$ cat src/rtl/traffic_pkg.sv
// Shared definitions for the junction light controller.
// - Default parameter values for road count, counter width and all-red length.
// - Phase state encoding (ST_ALL_RED, ST_GREEN, ST_YELLOW).
// - clamp_time: a programmed duration of 0 behaves as 1 cycle.
// - wrap_inc: cyclic road increment for an arbitrary road count.
package traffic_pkg;

    localparam int DEF_N_ROADS     = 4;
    localparam int DEF_CNT_W       = 8;
    localparam int DEF_ALL_RED_CYC = 2;

    typedef logic [1:0] state_t;

    localparam state_t ST_ALL_RED = 2'd0;
    localparam state_t ST_GREEN   = 2'd1;
    localparam state_t ST_YELLOW  = 2'd2;

    function automatic int unsigned clamp_time(input int unsigned t);
        return (t == 0) ? 1 : t;
    endfunction

    function automatic int unsigned wrap_inc(input int unsigned road, input int unsigned n);
        return (road + 1 >= n) ? 0 : road + 1;
    endfunction

endpackage

$ cat src/rtl/rr_next_road.sv
// Cyclic priority search for the next road with a waiting vehicle.
// Ports:
//   sensor     in  vehicle-present flag per road
//   cur_road   in  road most recently served; the search starts just after it
//   next_road  out first road with sensor set, scanning cur_road+1, +2, ... cyclically
//   found      out high when any sensor is set (next_road is meaningless otherwise)
module rr_next_road
    import traffic_pkg::*;
#(
    parameter int N_ROADS = DEF_N_ROADS
) (
    input  logic [N_ROADS-1:0]         sensor,
    input  logic [$clog2(N_ROADS)-1:0] cur_road,
    output logic [$clog2(N_ROADS)-1:0] next_road,
    output logic                       found
);

    localparam int ROAD_W = $clog2(N_ROADS);

    logic [ROAD_W-1:0] idx;

    always_comb begin
        next_road = '0;
        found     = 1'b0;
        idx       = '0;
        // Walk from the farthest candidate back to the nearest so the nearest hit wins.
        // i == N_ROADS wraps to cur_road itself, the lowest-priority candidate.
        for (int i = N_ROADS; i >= 1; i--) begin
            idx = ROAD_W'((32'(cur_road) + 32'(i)) % 32'(N_ROADS));
            if (sensor[idx]) begin
                next_road = idx;
                found     = 1'b1;
            end
        end
    end

endmodule

$ cat src/rtl/traffic_phase_ctrl.sv
// Traffic-phase sequencer for an N-road junction: GREEN -> YELLOW -> ALL_RED per served road,
// round-robin over roads with waiting vehicles, with emergency pre-emption.
// Ports:
//   clk, rst      clock and synchronous active-high reset
//   en            advance enable; low freezes all state including outputs
//   green_time    green length in cycles, sampled on GREEN entry (0 acts as 1)
//   yellow_time   yellow length in cycles, sampled on YELLOW entry (0 acts as 1)
//   sensor        vehicle-present flag per road
//   emerg_req     emergency request (level); emerg_road >= N_ROADS is ignored
//   emerg_road    road to serve on emergency
//   allow / warn  one-hot green / yellow for cur_road
//   all_red       high during the all-red clearance
//   cur_road      road currently or last served
//   phase_done    one-cycle pulse on the first ALL_RED cycle after a YELLOW
module traffic_phase_ctrl
    import traffic_pkg::*;
#(
    parameter int N_ROADS     = DEF_N_ROADS,
    parameter int CNT_W       = DEF_CNT_W,
    parameter int ALL_RED_CYC = DEF_ALL_RED_CYC
) (
    input  logic                       clk,
    input  logic                       rst,
    input  logic                       en,
    input  logic [CNT_W-1:0]           green_time,
    input  logic [CNT_W-1:0]           yellow_time,
    input  logic [N_ROADS-1:0]         sensor,
    input  logic                       emerg_req,
    input  logic [$clog2(N_ROADS)-1:0] emerg_road,
    output logic [N_ROADS-1:0]         allow,
    output logic [N_ROADS-1:0]         warn,
    output logic                       all_red,
    output logic [$clog2(N_ROADS)-1:0] cur_road,
    output logic                       phase_done
);

    localparam int               ROAD_W       = $clog2(N_ROADS);
    localparam logic [CNT_W-1:0] ALL_RED_LOAD = CNT_W'(ALL_RED_CYC - 1);

    state_t               state_q, state_d;
    logic [CNT_W-1:0]     cnt_q, cnt_d;
    logic [ROAD_W-1:0]    road_q, road_d;
    logic [N_ROADS-1:0]   allow_q, allow_d;
    logic [N_ROADS-1:0]   warn_q, warn_d;
    logic                 all_red_q, all_red_d;
    logic                 done_q, done_d;

    logic                 emerg_ok;
    logic [ROAD_W-1:0]    rr_road;
    logic                 rr_found;
    logic [ROAD_W-1:0]    inc_road;
    logic [CNT_W-1:0]     green_load;
    logic [CNT_W-1:0]     yellow_load;
    logic [N_ROADS-1:0]   road_onehot;

    // When N_ROADS fills the index range every encoding is a valid road.
    if (N_ROADS == (1 << ROAD_W)) begin : g_full_range
        assign emerg_ok = emerg_req;
    end else begin : g_range_check
        assign emerg_ok = emerg_req && (emerg_road < ROAD_W'(N_ROADS));
    end

    rr_next_road #(
        .N_ROADS(N_ROADS)
    ) u_rr_next_road (
        .sensor    (sensor),
        .cur_road  (road_q),
        .next_road (rr_road),
        .found     (rr_found)
    );

    assign inc_road    = ROAD_W'(wrap_inc(32'(road_q), N_ROADS));
    assign green_load  = CNT_W'(clamp_time(32'(green_time)) - 1);
    assign yellow_load = CNT_W'(clamp_time(32'(yellow_time)) - 1);

    always_comb begin
        state_d = state_q;
        cnt_d   = cnt_q;
        road_d  = road_q;
        done_d  = 1'b0;

        unique case (state_q)
            ST_ALL_RED: begin
                if (cnt_q == '0) begin
                    if (emerg_ok) begin
                        road_d = emerg_road;
                    end else if (rr_found) begin
                        road_d = rr_road;
                    end else begin
                        road_d = inc_road;
                    end
                    state_d = ST_GREEN;
                    cnt_d   = green_load;
                end else begin
                    cnt_d = cnt_q - 1'b1;
                end
            end
            ST_GREEN: begin
                if (emerg_ok && (emerg_road == road_q)) begin
                    // Emergency vehicle on the served road: freeze the green.
                    cnt_d = cnt_q;
                end else if (emerg_ok || (cnt_q == '0)) begin
                    state_d = ST_YELLOW;
                    cnt_d   = yellow_load;
                end else begin
                    cnt_d = cnt_q - 1'b1;
                end
            end
            ST_YELLOW: begin
                if (cnt_q == '0) begin
                    state_d = ST_ALL_RED;
                    cnt_d   = ALL_RED_LOAD;
                    done_d  = 1'b1;
                end else begin
                    cnt_d = cnt_q - 1'b1;
                end
            end
            default: begin
                state_d = ST_ALL_RED;
                cnt_d   = ALL_RED_LOAD;
            end
        endcase

        road_onehot         = '0;
        road_onehot[road_d] = 1'b1;
        allow_d   = (state_d == ST_GREEN)  ? road_onehot : '0;
        warn_d    = (state_d == ST_YELLOW) ? road_onehot : '0;
        all_red_d = (state_d == ST_ALL_RED);
    end

    always_ff @(posedge clk) begin
        if (rst) begin
            state_q   <= ST_ALL_RED;
            cnt_q     <= ALL_RED_LOAD;
            road_q    <= ROAD_W'(N_ROADS - 1);
            allow_q   <= '0;
            warn_q    <= '0;
            all_red_q <= 1'b1;
            done_q    <= 1'b0;
        end else if (en) begin
            state_q   <= state_d;
            cnt_q     <= cnt_d;
            road_q    <= road_d;
            allow_q   <= allow_d;
            warn_q    <= warn_d;
            all_red_q <= all_red_d;
            done_q    <= done_d;
        end
    end

    assign allow      = allow_q;
    assign warn       = warn_q;
    assign all_red    = all_red_q;
    assign cur_road   = road_q;
    assign phase_done = done_q;

endmodule

$ cat config.mk
export PLATFORM = sky130hd
export DESIGN_NAME = traffic_phase_ctrl
export DESIGN_NICKNAME = d
export VERILOG_FILES = /design/src/rtl/traffic_pkg.sv /design/src/rtl/rr_next_road.sv /design/src/rtl/traffic_phase_ctrl.sv
export SDC_FILE = /design/constraint.sdc
export NUM_CORES = 1
export LEC_CHECK = 0
export CORE_MARGIN = 4
export CORE_UTILIZATION = 30
export CTS_CLUSTER_DIAMETER = 150
export CTS_CLUSTER_SIZE = 25
export DETAILED_ROUTE_END_ITERATION = 6
export PLACE_DENSITY = 0.51
export SLEW_MARGIN = 40
export SYNTH_ARGS = -nofsm -noshare
export SYNTH_HDL_FRONTEND = slang
export SYNTH_SLANG_ARGS = --single-unit
$ cat constraint.sdc
create_clock -name clk -period 2.5 [get_ports clk]
set_input_delay 0.5 -clock clk [delete_from_list [all_inputs] [get_ports clk]]
set_output_delay 0.5 -clock clk [all_outputs]
set_load 0.05 [all_outputs]
==> results.json <==
{
  "status": "finished clean",
  "tightest_pin_transition_ns": 0.548,
  "clock_path_buffers": 2,
  "syn_area_per_cell_um2": 7.77,
  "number_of_setup_buffers_added_after_cts": 0,
  "path_delay_family": "buffers and inverters",
  "area_growth_syn_to_layout_pct": 38.6,
  "synthesis.yosys.warnings": 0,
  "cp_slowest_stage_delay_ns": 0.91,
  "synthFlopType": "sky130_fd_sc_hd__dfxtp_1",
  "finalWorstSetupSlack_ns": 0.151,
  "final.period_utilization_pct": 93.9,
  "yosys-top-cells-count": "22 x sky130_fd_sc_hd__dfxtp_1, 22 x sky130_fd_sc_hd__nor2_1, 19 x sky130_fd_sc_hd__nand2_1",
  "min_from": "allow[2]",
  "number_of_antenna_violations_at_the_first_check_in_global_routing": 0,
  "skew_final_ns": 0.00367,
  "dp_worst_setup_slack_ns": -0.0124,
  "drt_wl_total_um": 5430,
  "synth_area_leader_cell": "sky130_fd_sc_hd__dfxtp_1",
  "max_cap_violations": 0,
  "placement.io_buffers": 37,
  "critical_path.cell_chain": "clkdlybuf4s50_1",
  "yosysSeqAreaShare_pct": 24.3,
  "final_layout_size_suffix_gt1_share_pct": 16.4,
  "drt-initial-drc-count": 173,
  "finalMaxSlewViolations": 0,
  "standard_cell_core_area_mm2": 0.00589,
  "min_period_ns": 2.35,
  "grt.overflow.total": 0,
  "critPathArrivalTime_ns": 1.85,
  "max-vdd-ir-drop_uv": 245,
  "ys_types": 63,
  "met1_length_um": 2660,
  "end_kind": "output port",
  "rsz0062_at_grt": "false",
  "fmaxAchievable_ghz": 0.426,
  "ys_ff_latch": 22,
  "cts.sinks": 22,
  "clock-root-buffer": "sky130_fd_sc_hd__clkbuf_8",
  "cts-buffers-inserted": 3,
  "total_leakage_power_uw": 0.000925,
  "place_congestion": 0.967,
  "synth_fp_nets": 264,
  "async_flop_share_pct": 0,
  "start_util_pct": 30.8,
  "detailroute.via_count": 1995,
  "clkLatencyLatePin_ns": 0.27,
  "route.detailed.wl_per_inst_um": 14.8,
  "netlist_top_cells_area": "sky130_fd_sc_hd__dfxtp_1 24%, sky130_fd_sc_hd__nor2_1 4.6%, sky130_fd_sc_hd__a21oi_1 4.4%, sky130_fd_sc_hd__xnor2_1 4.4%, sky130_fd_sc_hd__nand2_1 3.9%",
  "drt_first_pass_iters": 4,
  "syn_inst": 233,
  "final_core_util_pct": 42.6,
  "hold_path.class": "reg2reg",
  "met3_wirelength_um": 383,
  "die_w_um": 85.7,
  "antenna_left": 0,
  "critical_path.n_buffers_inverters": 1,
  "grt.total_usage_pct": 15.1,
  "power_per_cell_area_mw_per_mm2": 705,
  "design.portCount": 38,
  "number_of_synthesized_flops_with_an_enable_pin": 0,
  "grt_start_max_net_pins": 18,
  "type_of_the_worst_setup_path": "reg2out",
  "setup_violations": 0,
  "dieArea_mm2": 0.00734,
  "viasPerCell": 5.44,
  "drc_errors": 0,
  "finalHoldWorstSlack_ns": 0.461,
  "dp.final_hpwl_um": 4260,
  "crit_path_start_kind": "register",
  "final_number_of_hold_violating_endpoints": 0,
  "highest_layer": "met4",
  "crit_path_max_fanout": 15,
  "detailroute.wirelength.met2_um": 2310,
  "fin_setup_tns_ns": 0,
  "first_global_vias": 1933,
  "crit_path_top_delay_cell": "sky130_fd_sc_hd__clkdlybuf4s50_1",
  "cts_max_level": 1,
  "worstSetupStartpoint": "cur_road[0]",
  "placement_rows": 28,
  "required_ns": 2.00,
  "antenna_cells_inserted": 0,
  "die_height_um": 85.7,
  "ctsResizeCount": 0,
  "timing.slew.headroom_pct": 63.4,
  "tritoncts": "built",
  "clkTransAtPathRegs_ns": 0.08,
  "synth_top_cell_area_share_pct": 24.3,
  "layout.nets": 324,
  "mappedNetlistArea_mm2": 0.00181,
  "grt_first_pass_wirelength_um": 9150,
  "postCtsHoldBufs": 0,
  "crit-reg2reg-launch": "cnt_q[0]"
}
## report_power, final
part | internal [µW] | switching, µW
combinational | 426 | 495
sequential | 412 | 93.3
clock | 214 | 126
## final cells by class
| class | count | area (µm²) |
|---|---|---|
| clock buffer | 3 | 41.3 |
| tap | 75 | 93.8 |
| fill | 625 | 3380 |
| inverter | 9 | 33.8 |
| multi-input combinational | 189 | 1270 |
| clock inverter | 1 | 30.0 |
| timing repair buffer | 68 | 603 |
| sequential | 22 | 440 |
## registers in the layout (all words and copies together) (netlist names)
| signal | flops |
|---|---|
| cnt_q | 8 |
| phase_done | 1 |
| warn | 4 |
| allow | 4 |
| cur_road | 2 |
| all_red | 1 |
| state_q | 2 |
## placed cells by master (no fill, tap or decap), drive strengths merged, types with 4 or more instances in the layout
| cell type | count |
|---|---|
| clkdlybuf4s50 | 37 |
| buf | 31 |
| nor2 | 22 |
| dfxtp | 22 |
| nand2 | 19 |
| a21oi | 16 |
| o21ai | 14 |
| xnor2 | 9 |
| inv | 8 |
| a31oi | 5 |
| nor3b | 5 |
| or3 | 5 |
| o32ai | 5 |
| o31ai | 5 |
| ha | 5 |
| nor3 | 4 |
| nand3 | 4 |
| nor2b | 4 |
| nor4 | 4 |
| nand2b | 4 |
## metrics by stage
stage	total power [µW]	instances	instance area, µm²
after floorplan	1150	233	1810
after global placement	1430	363	2440
after detailed placement	1420	363	2440
after CTS	1770	367	2510
after global routing	1890	367	2510
final	1770	367	2510
## kinds of logic (layout without fill, tap and decap cells)
| group | count (synthesis) | count (layout) | share of synthesized area [%] |
|---|---|---|---|
| flip-flops | 22 | 22 | 24.3 |
| adder cells (fa/ha/maj) | 5 | 5 | 3.46 |
| XOR/XNOR | 11 | 11 | 5.32 |
| AO/OA/AOI/OAI | 82 | 82 | 33.1 |
| multiplexers | 5 | 5 | 2.90 |
| AND/OR/NAND/NOR | 86 | 86 | 25.2 |
| buffers and inverters | 22 | 81 | 5.74 |
## layer usage
layer / GRT usage [%] / up-vias
met1: 21.6 / 906
met2: 23.7 / 70
li1: - / 1013
met3: 1.92 / 6
met5: 0 / -
met4: 4.17 / 0
## worst paths after layout
check | to | slack (ns) | cells after the start
worst max-delay path | cur_road[0] | 0.15 | 1
worst min-delay path | allow[2] | 0.46 | 2
worst max register to register | allow[3] | 0.30 | 7
worst min register to register | allow[2] | 0.46 | 2
Note: power is estimated with default switching activity, not from simulation.
